### config.mk
export PLATFORM = sky130hd
export DESIGN_NAME = tqvp_matt_encoder_event_arb
export DESIGN_NICKNAME = d
export VERILOG_FILES = /design/src/rtl/tqvp_matt_encoder_event_arb.sv
export SDC_FILE = /design/constraint.sdc
export NUM_CORES = 1
export LEC_CHECK = 0
export CAP_MARGIN = 15
export CORE_UTILIZATION = 42
export CTS_CLUSTER_DIAMETER = 40
export DETAILED_ROUTE_END_ITERATION = 12
export PLACE_DENSITY_LB_ADDON = 0.1
export SYNTH_ARGS = -nofsm -noshare
export SYNTH_HDL_FRONTEND = slang
export SYNTH_SLANG_ARGS = --single-unit
### constraint.sdc
create_clock -name clk -period 23.7 [get_ports clk]
set_input_delay 3.555 -clock clk [delete_from_list [all_inputs] [get_ports clk]]
set_output_delay 3.555 -clock clk [all_outputs]
set_load 0.005 [all_outputs]
### src/rtl/tqvp_matt_encoder_event_arb.sv
// tqvp_matt_encoder_event_arb
//   Round-robin event scheduler for four quadrature encoder counters. Each
//   cycle one changed channel is picked, its signed movement (saturated to
//   6 bits) is pushed into a small FIFO as {channel, delta}, and the core
//   drains the FIFO over the peripheral bus. A level IRQ is raised while
//   events are waiting.
//
// Ports
//   clk          peripheral clock
//   rst_n        asynchronous active-low reset
//   i_enc_value  four packed channel counts, ch i at [i*WIDTH +: WIDTH]
//   i_address    register address
//   i_data_write one-cycle write strobe
//   i_data_in    write data
//   o_data_out   combinational read data
//   o_irq        high while enabled and the FIFO holds entries
module tqvp_matt_encoder_event_arb #(
  parameter int WIDTH = 8,
  parameter int DEPTH = 4
) (
  input  logic               clk,
  input  logic               rst_n,
  input  logic [4*WIDTH-1:0] i_enc_value,
  input  logic [3:0]         i_address,
  input  logic               i_data_write,
  input  logic [7:0]         i_data_in,
  output logic [7:0]         o_data_out,
  output logic               o_irq
);

  localparam int PW = $clog2(DEPTH);
  localparam int CW = PW + 1;
  localparam logic signed [WIDTH-1:0] MaxDelta = WIDTH'(31);
  localparam logic signed [WIDTH-1:0] MinDelta = -WIDTH'(32);

  logic [7:0]       r_mem [DEPTH];
  logic [PW-1:0]    r_rdPtr;
  logic [PW-1:0]    r_wrPtr;
  logic [CW-1:0]    r_count;
  logic [WIDTH-1:0] r_last [4];
  logic [1:0]       r_rrPtr;
  logic             r_enable;

  logic [WIDTH-1:0]        w_enc [4];
  logic [3:0]              w_pend;
  logic                    w_found;
  logic [1:0]              w_gnt;
  logic [1:0]              w_idx;
  logic signed [WIDTH-1:0] w_diff;
  logic signed [WIDTH-1:0] w_sat;
  logic                    w_empty;
  logic                    w_full;
  logic                    w_pop;
  logic                    w_flush;
  logic                    w_push;
  logic                    w_ctrlWrite;

  // Unpack the channel counts and flag every channel whose count moved
  // since it was last reported.
  always_comb begin
    for (int i = 0; i < 4; i++) begin
      w_enc[i]  = i_enc_value[i*WIDTH +: WIDTH];
      w_pend[i] = (w_enc[i] != r_last[i]);
    end
  end

  // First pending channel starting at the round-robin pointer wins.
  always_comb begin
    w_found = 1'b0;
    w_gnt   = 2'd0;
    w_idx   = 2'd0;
    for (int k = 0; k < 4; k++) begin
      w_idx = r_rrPtr + 2'(k);
      if (!w_found && w_pend[w_idx]) begin
        w_found = 1'b1;
        w_gnt   = w_idx;
      end
    end
  end

  // Movement is read as a signed modular difference and clamped to the
  // 6-bit field; whatever is clipped off stays pending for later grants.
  always_comb begin
    w_diff = w_enc[w_gnt] - r_last[w_gnt];
    if (w_diff > MaxDelta) begin
      w_sat = MaxDelta;
    end else if (w_diff < MinDelta) begin
      w_sat = MinDelta;
    end else begin
      w_sat = w_diff;
    end
  end

  assign w_empty     = (r_count == '0);
  assign w_full      = (r_count == CW'(DEPTH));
  assign w_ctrlWrite = i_data_write && (i_address == 4'hB);
  assign w_flush     = w_ctrlWrite && i_data_in[1];
  // Fullness is judged before any pop so a same-cycle pop never frees a slot
  // for a push; flush suppresses both pop and push.
  assign w_pop       = i_data_write && (i_address == 4'h9) && !w_empty && !w_flush;
  assign w_push      = r_enable && !w_full && !w_flush && w_found;

  // FIFO, per-channel reported position and arbitration state.
  always_ff @(posedge clk or negedge rst_n) begin
    if (!rst_n) begin
      for (int i = 0; i < DEPTH; i++) r_mem[i] <= 8'h00;
      for (int i = 0; i < 4; i++) r_last[i] <= '0;
      r_rdPtr  <= '0;
      r_wrPtr  <= '0;
      r_count  <= '0;
      r_rrPtr  <= 2'd0;
      r_enable <= 1'b1;
    end else begin
      if (w_ctrlWrite) begin
        r_enable <= i_data_in[0];
      end
      if (w_flush) begin
        r_rdPtr <= '0;
        r_wrPtr <= '0;
        r_count <= '0;
        r_rrPtr <= 2'd0;
        for (int i = 0; i < 4; i++) r_last[i] <= w_enc[i];
      end else begin
        if (w_pop) begin
          r_rdPtr <= r_rdPtr + PW'(1);
        end
        if (w_push) begin
          r_mem[r_wrPtr] <= {w_gnt, w_sat[5:0]};
          r_wrPtr        <= r_wrPtr + PW'(1);
          r_last[w_gnt]  <= r_last[w_gnt] + w_sat;
          r_rrPtr        <= w_gnt + 2'd1;
        end
        if (w_push && !w_pop) begin
          r_count <= r_count + CW'(1);
        end else if (w_pop && !w_push) begin
          r_count <= r_count - CW'(1);
        end
      end
    end
  end

  // Register read mux; reads never change state.
  always_comb begin
    o_data_out = 8'h00;
    case (i_address)
      4'h8:    o_data_out = w_empty ? 8'h00 : r_mem[r_rdPtr];
      4'hA:    o_data_out = {r_enable, w_full, w_empty, 1'b0, 4'(r_count)};
      4'hB:    o_data_out = {7'b0, r_enable};
      default: o_data_out = 8'h00;
    endcase
  end

  assign o_irq = r_enable && !w_empty;

endmodule

Word level (Yosys, flattened, before mapping)

Index checks and enable logic that the tools add are counted.
W data, S select, Z words.

Add/sub/neg operators: 10
Order comparisons: 11
Equality and inequality tests: 9
Mux-type cells: 46
Bitwise logic cells: 4
Reductions and logical operators: 29

Operators by type and width:

| cell                  | number |
|---|---|
| $mux W8               | 11 |
| $bwmux W32            | 2 |
| $mux W32              | 2 |
| $bmux W8 S2           | 3 |
| $demux W8 S2          | 2 |
| $ne A8 B8 Y1          | 4 |
| $pmux W8 S3           | 1 |
| $mux W2               | 10 |
| $eq A4 B4 Y1 const B  | 4 |
| $logic_and A1 B1 Y1   | 16 |
| $lt A2 B3 Y1 const B  | 4 |
| $ge A3 B3 Y1 const B  | 3 |
| $mux W3               | 3 |
| $not A2 Y3            | 3 |
| $add A2 B1 Y2 const B | 4 |
| $add A8 B8 Y8         | 1 |
| $bmux W1 S2           | 4 |
| $gt A8 B6 Y1 const B  | 1 |
| $logic_not A1 Y1      | 8 |
| $lt A8 B6 Y1 const B  | 1 |
| $mux W1               | 8 |
| $sub A8 B8 Y8         | 1 |
| $lt A3 B1 Y1 const B  | 2 |
| $add A2 B2 Y2 const B | 2 |
| other kinds (8)       | 9 |

Register bits: 74
Input bits: 47
Logic and storage cells: 122

Longest topological paths before layout

Gate-level depths: netlist of the first run.

Depth in word-level cells: 25
Mapped depth: 34
Gate-level depth less buffers: 32

Least setup slack after synthesis of the first run

No wires, ideal clock.

Path kind: input -> register
Start: input port i_enc_value[7]
End: register r_last[15] in the netlist's numbering
Library setup time: 0.131 ns
Data arrival time: 10.505 ns
Required time: 23.569 ns
Slack: 13.064 ns
Stages on the path: 33
Buffers on the path: 3
Cell sequence: xor2_1 nor4_4 nand2_2 a2111oi_0 or2_1 buf_4 clkbuf_1 mux2i_1 inv_1 ha_1 nor2b_1 o21ai_0 a21boi_0 o31a_1 o21ai_0 nand2b_1 xnor2_4 xor2_2 nand3_1 ha_1 clkbuf_1 nor3_1 inv_1 nand2_1 ha_1 a21oi_1 o21bai_1 a21oi_1 o21ai_0 or4b_2 mux2_2 nand3_2 o31ai_1

Word-level cells in the longest chain between the ends: 25

RTL lines:

| what                          | RTL line | text |
|---|---|---|
| start, declared               | 23       | `input logic [4*WIDTH-1:0] i_enc_value,` |
| $ne A8 B8 Y1                  | 63       | `w_pend[i] = (w_enc[i] != r_last[i]);` |
| $bmux W1 S2                   | 74       | `if (!w_found && w_pend[w_idx]) begin` |
| $mux W1 (not written as such) | 74       |  |
| $mux W1                       | 74       |  |
| $logic_not A1 Y1              | 74       |  |
| $logic_and A1 B1 Y1           | 74       |  |
| $mux W1                       | 74       |  |
| $logic_not A1 Y1              | 74       |  |
| [10 not listed]               | -        |  |
| $lt A8 B6 Y1                  | 87       | `end else if (w_diff < MinDelta) begin` |
| $mux W8                       | 87       |  |
| $mux W8 *                     | 85       | `if (w_diff > MaxDelta) begin` |
| net w_sat[5]                  | 50       | `logic signed [WIDTH-1:0] w_sat;` |
| $add A8 B8 Y8 *               | 130      | `r_last[w_gnt] <= r_last[w_gnt] + w_sat;` |
| $bwmux W32 *                  | 130      |  |
| $mux W32 *                    | 127      | `if (w_push) begin` |
| $mux W32 *                    | 117      | `if (w_flush) begin` |
| end signal, assigned by index | 130      |  |
| end, declared                 | 40       | `logic [WIDTH-1:0] r_last [4];` |

Mark *: on every way through the listed nets, which the timed path passes. The rest lies on a longest branch. The select of a mux whose other input is x is not followed.
A chain may end at the register's enable or synchronous reset.

Worst setup path in the final report of the first run

Start: input port i_enc_value[4]
End: register r_last[23] in the netlist's numbering

Same word-level chain as after synthesis.

==> results.md, run 1 <==
- TritonRoute pass-1 iters: 5
- Layout cells sized above 1: 0.0813
- Sink Count: 74
- CP Capture Type: flip-flop
- GR Util met3: 0.0513
- First-pass GRT wire length: 24,100 µm
- Die Y: 115 µm
- GRT overflow: 0
- Filler instances: 1,144
- I/O pin count: 56
- Clock Root Buffer: clkbuf_16
- Yosys warns: 0
- Final net count: 695
- Longest Clk Path Bufs: 2
- Top-area cell type share of the netlist area: 0.343
- Top cells by area, synth: dfrtp_1 (34%), nand2_1 (5.7%), ha_1 (5.4%)
- Max Freq: 81.6 MHz
- Final Critical Period: 12.26 ns
- Register area share after synthesis: 0.348
- Post-CTS resize count: 0
- Hold crit path type: reg -> reg
- Clk pin slew, worst setup/hold paths: 0.06 ns
- Worst-Margin Slew: 1.00 ns
- Total GRT Usage: 0.242
- Slowest-stage cell, CP: a2111oi_0
- Final hold slack: 0.474 ns
- Critical path origin: i_enc_value[4]
- Met2 Use GR: 0.377
- CP Class: in -> reg
- CTS buffer count: 9
- Net Count, Synth: 657
- Antenna diode count: 0
- Worst r2r src: r_last[30]
- Cell accounting for the most synthesized area: dfrtp_1
- CTS tree: yes
- Synth Area per Inst: 9.11 µm²
- Synth Cell Area: 5320 µm²
- Core area: 12,200 µm²
- Max transition margin: 0.332
- Fin. Hold Viols: 0
- Clock Skews: 0.0123 ns
- Post-route ant nets: 0
- HP Start: r_mem[15]
- Routability cong.: 0.873
- Post-CTS Hold Buffers: 0
- Synth Register Bits: 74
- Initial antenna violation count: 0
- Detailed-route wire length: 14,900 µm
- Cell with the most instances after synthesis: nand2_1
- DRC: 0
- Setup Buffers After CTS: 0
- Worst skew pair latency: 0.35 ns
- Crit start category: input pin
- Post-synth EDFFs: 0
- # rows: 40
- Critical Path RT: 23.92 ns
- Max-slew violation count: 0
- Gr busiest metal: met2
- Synth cell types: 59
- HPWL reported at the end of detailed placement: 10,900 µm
- GRT met1 Usage: 0.338
- TNS Setup: 0 ns
- Synth top cells by count: nand2_1 (81), dfrtp_1 (73), nor2_1 (61), xnor2_1 (30), a21oi_1 (28)
- DIE WIDTH: 115 µm
- Vias per cell: 5.76
- Die ar.: 13,100 µm²
- # Max-Cap Violations: 0
- DR WL/cell: 18.7 µm
- Vias in the first global route: 4,551
- Prevailing post-synth register cell: dfrtp_1
- I/O Buffers: 49
- DRT iter0 DRCs: 290
- Async SR Flop Fraction: 1.00
- Initial Utilization: 0.437
- CP max stage delay: 0.83 ns
- Outcome: finished clean
- Largest fanout on the critical path: 26
- Area Growth Syn to Fin: 17.4%
- Via count: 4,582
- Largest net degree at the start of global routing: 75
- Tcrit/Tclk final: 0.517
- Worst Path Arrival: 12.48 ns
- # setup viols final: 0
- H-tree Lvls: 3
- Mapped Cells: 584
- RSZ-0062 raised after global routing: no
-- cell type report --
type,instances,area [µm²],area share
Clock inverter,2,35.0,0.00561
Tap cell,168,210,0.0337
Sequential cell,74,1850,0.297
Timing Repair Buffer,53,518,0.0830
Clock buffer,14,264,0.0423
Inverter,25,93.8,0.0150
Multi-Input combinational cell,459,3270,0.524
-- stage by stage --
step	instances	instance area, µm²	worst slack [ns]	utilization
final	795	6240	11.44	0.513
after global routing	795	6240	10.77	0.513
after CTS	795	6240	11.65	0.513
after detailed placement	779	5940	11.30	0.489
after global placement	779	5940	11.44	0.489
after floorplan	584	5320	13.06	-
-- worst max-delay path, delay by kind of cell --
kind / cells / cell delay (ns)
AND/OR/NAND/NOR: 12 / 2.94
buffers and inverters: 2 / 0.99
adder cells (fa/ha/maj): 3 / 0.99
multiplexers: 2 / 0.92
XOR/XNOR: 1 / 0.20
AO/OA/AOI/OAI: 11 / 2.85
-- state kept, by name, summed over array words and instances, names as in the netlist --
name,cells
r_last,32
r_mem,32
r_count,3
r_rdPtr,2
r_rrPtr,2
r_wrPtr,2
r_enable,1
-- placed cells by master (no fill, tap or decap), types with 8 or more instances in the layout --
master,netlist,layout
nor2_1,61,60
a32oi_1,9,9
dfrtp_1,73,73
a22oi_1,8,8
xor2_1,10,10
mux4_2,8,8
nor2b_1,8,8
a31oi_1,18,18
clkdlybuf4s50_1,0,48
o21ai_0,26,26
and2_1,8,8
a221o_1,14,14
xnor2_1,30,30
nand2_1,81,81
mux2_2,8,8
mux2i_1,24,24
a21oi_1,28,28
ha_1,23,23
inv_1,24,24
clkbuf_16,0,9
-- kinds of logic after synthesis --
kind of cell | Yosys count | share of synthesized area
fa+ha+maj | 26 | 0.0654
flops | 74 | 0.348
buf+inv | 51 | 0.0398
simple gates | 210 | 0.190
mux | 41 | 0.100
compound gates | 140 | 0.182
xor+xnor | 42 | 0.0741
-- worst paths after layout --
check	slack [ns]	depth (start not counted)	to
max	11.44	31	r_last[23]
max reg2reg	14.73	30	r_last[23]
min	0.47	2	r_mem[15]
min reg2reg	0.47	2	r_mem[15]
min in group asynchronous	3.36	1	r_last[25]
max in group asynchronous	19.66	1	r_mem[2]
-- metal layers --
metal	part of all wire	up-vias	wire, µm
met2	0.45	111	6750
met5	0	-	0
met3	0.043	18	645
li1	-	2176	-
met4	0.014	0	214
met1	0.49	2277	7250
Power of run 1 is not shown: default switching activity piles up to over one toggle a cycle in this logic, so the estimate is an artifact.
==> run 2: changes to the inputs <==
clock period = 12.7 ns   (was 23.7 ns; I/O delays follow)
==> run 2 against run 1 <==
  * Routed wire length fell by 1.6%
  * Critical path depth increased by 1
  * Via count down 1.5%
  * Core utilization rose by 0.36 points
  * Final cell count rose by 0.25%
  * Sequential cell count unchanged
  * Largest cell class unchanged
  * Clock skew shrank 0.0057 ns
==> results.md, run 2 (synthesis gave the netlist of run 1 again) <==
- Layout cells sized above 1: 0.0874 (+0.00610)
- CTS tree: yes
- Critical Path Stages: 32 (+3.2%)
- Post-CTS Hold Buffers: 0 (unchanged)
- Delay-heaviest family, CP: compound AO/OA/AOI/OAI gates
- Final net count: 697 (+0.29%)
- Slowest-stage cell, CP: a2111oi_0
- CTS buffer count: 9 (unchanged)
- Die Y: 115 µm (unchanged)
- CP bufs+invs: 4 (+2)
- # setup viols final: 0 (unchanged)
- Clock Skews: 0.00663 ns (-0.00571 ns)
- Outcome: finished clean
- Total GRT Usage: 0.238 (-0.00393)
- RSZ-0062 raised after global routing: no
- DR WL/cell: 18.3 µm (-1.8%)
- Filler instances: 1,174 (+2.6%)
- HPWL reported at the end of detailed placement: 10,900 µm (+0.54%)
- Area Growth Syn to Fin: 18.2%
- DRC: 0 (unchanged)
- TritonRoute pass-1 iters: 5 (unchanged)
- I/O Buffers: 49 (unchanged)
- Worst-Margin Slew: 0.970 ns (-0.0325 ns)
- Final Critical Period: 10.68 ns
- Max Freq: 93.6 MHz
- H-tree Lvls: 3 (unchanged)
- Sink Count: 74 (unchanged)
- DRT iter0 DRCs: 272 (-6.2%)
- Fin area: 6290 µm² (+0.70%)
- First-pass GRT wire length: 23,600 µm (-2.1%)
- I/O pin count: 56 (unchanged)
- Hold crit path type: reg -> reg
- Via count: 4,514 (-1.5%)
- Post-route ant nets: 0 (unchanged)
- Initial Utilization: 0.437 (unchanged)
- Tcrit/Tclk final: 0.841
- Initial antenna violation count: 0 (unchanged)
- Core area: 12,200 µm² (unchanged)
- GRT overflow: 0 (unchanged)
- CP Capture Type: flip-flop
- Worst skew pair latency: 0.34 ns (about the same)
- Longest Clk Path Bufs: 2 (unchanged)
- Antenna diode count: 0 (unchanged)
- Commonest non-fill, non-tap cell in the layout: nand2_1
- Register-to-Register Path Depth: 31 (+3.3%)
- Worst Hold Depth: 2 (unchanged)
- Leading cell types in the layout, fill and taps excluded: nand2_1 (81), dfrtp_1 (73), nor2_1 (60), clkdlybuf4s50_1 (48), xnor2_1 (30)
- CP Class: in -> reg
- Vias per cell: 5.66 (-1.7%)
- Vias in the first global route: 4,407 (-3.2%)
- Post-CTS resize count: 0 (unchanged)
- Placed inst area: 5960 µm² (+0.25%)
- # rows: 40 (unchanged)
- Clock Root Buffer: clkbuf_16
- Largest registers: r_last: 32 flops, r_mem: 32 flops, r_count: 3 flops
- Largest net degree at the start of global routing: 75 (unchanged)
- CP max stage delay: 0.73 ns (-0.10 ns)
- Worst Path Arrival: 10.89 ns (-1.59 ns)
- Routability cong.: 0.876 (+0.38%)
- Max transition margin: 0.353 (+0.0217)
- Die ar.: 13,100 µm² (unchanged)
- Clk pin slew, worst setup/hold paths: 0.06 ns (about the same)
- TNS Setup: 0 ns (unchanged)
- Setup Buffers After CTS: 0 (unchanged)
- Critical Path RT: 12.91 ns (-11.01 ns)
- # Max-Cap Violations: 0 (unchanged)
- DIE WIDTH: 115 µm (unchanged)
- Largest fanout on the critical path: 14 (-46%)
- Max-slew violation count: 0 (unchanged)
- Detailed-route wire length: 14,600 µm (-1.6%)
- Crit start category: input pin
- Fin. Hold Viols: 0 (unchanged)
==> run 2: worst min-delay path, delay by kind of cell (launching register included) <==
| family | cells | cell delay (ns) |
|---|---|---|
| simple gates | 1 | 0.04 |
| flops | 1 | 0.34 |
| compound gates | 1 | 0.06 |
==> run 2: worst paths after layout <==
check / end / startpoint / slack (ns)
worst max-delay path: r_last[23] / i_enc_value[7] / 2.02
worst min-delay path: r_mem[30] / r_mem[30] / 0.48
worst max register to register: r_last[23] / r_last[28] / 3.67
worst min register to register: r_mem[30] / r_mem[30] / 0.48
max in group asynchronous: r_mem[27] / rst_n / 10.35
min in group asynchronous: r_last[9] / rst_n / 1.71
==> run 2: layout make-up <==
cell class	count	area, µm²	share of cell area
Multi-Input combinational cell	459	3270	0.520
Sequential cell	74	1850	0.295
Timing Repair Buffer	55	533	0.0848
Clock inverter	1	30.0	0.00478
Clock buffer	15	298	0.0474
Tap cell	168	210	0.0334
Inverter	25	93.8	0.0149
==> run 2: through the flow <==
stage / setup slack [ns] / cells / util / hold slack (ns)
3_5_place_dp: 1.70 / 781 / 0.490 / 0.467
3_3_place_gp: 1.88 / 781 / 0.490 / 0.458
5_1_grt: 1.20 / 797 / 0.517 / 0.505
6_report: 2.02 / 797 / 0.517 / 0.477
2_1_floorplan: 3.71 / 584 / - / 0.445
4_1_cts: 2.04 / 797 / 0.517 / 0.480
==> run 2: routing by layer <==
metal	GRT usage	wire length, µm	vias to the layer above
li1	-	-	2177
met1	0.341	7310	2202
met2	0.367	6470	110
met3	0.0344	568	25
met4	0.0831	280	0
met5	0	0	-
Power of run 2 is left out for the same reason.
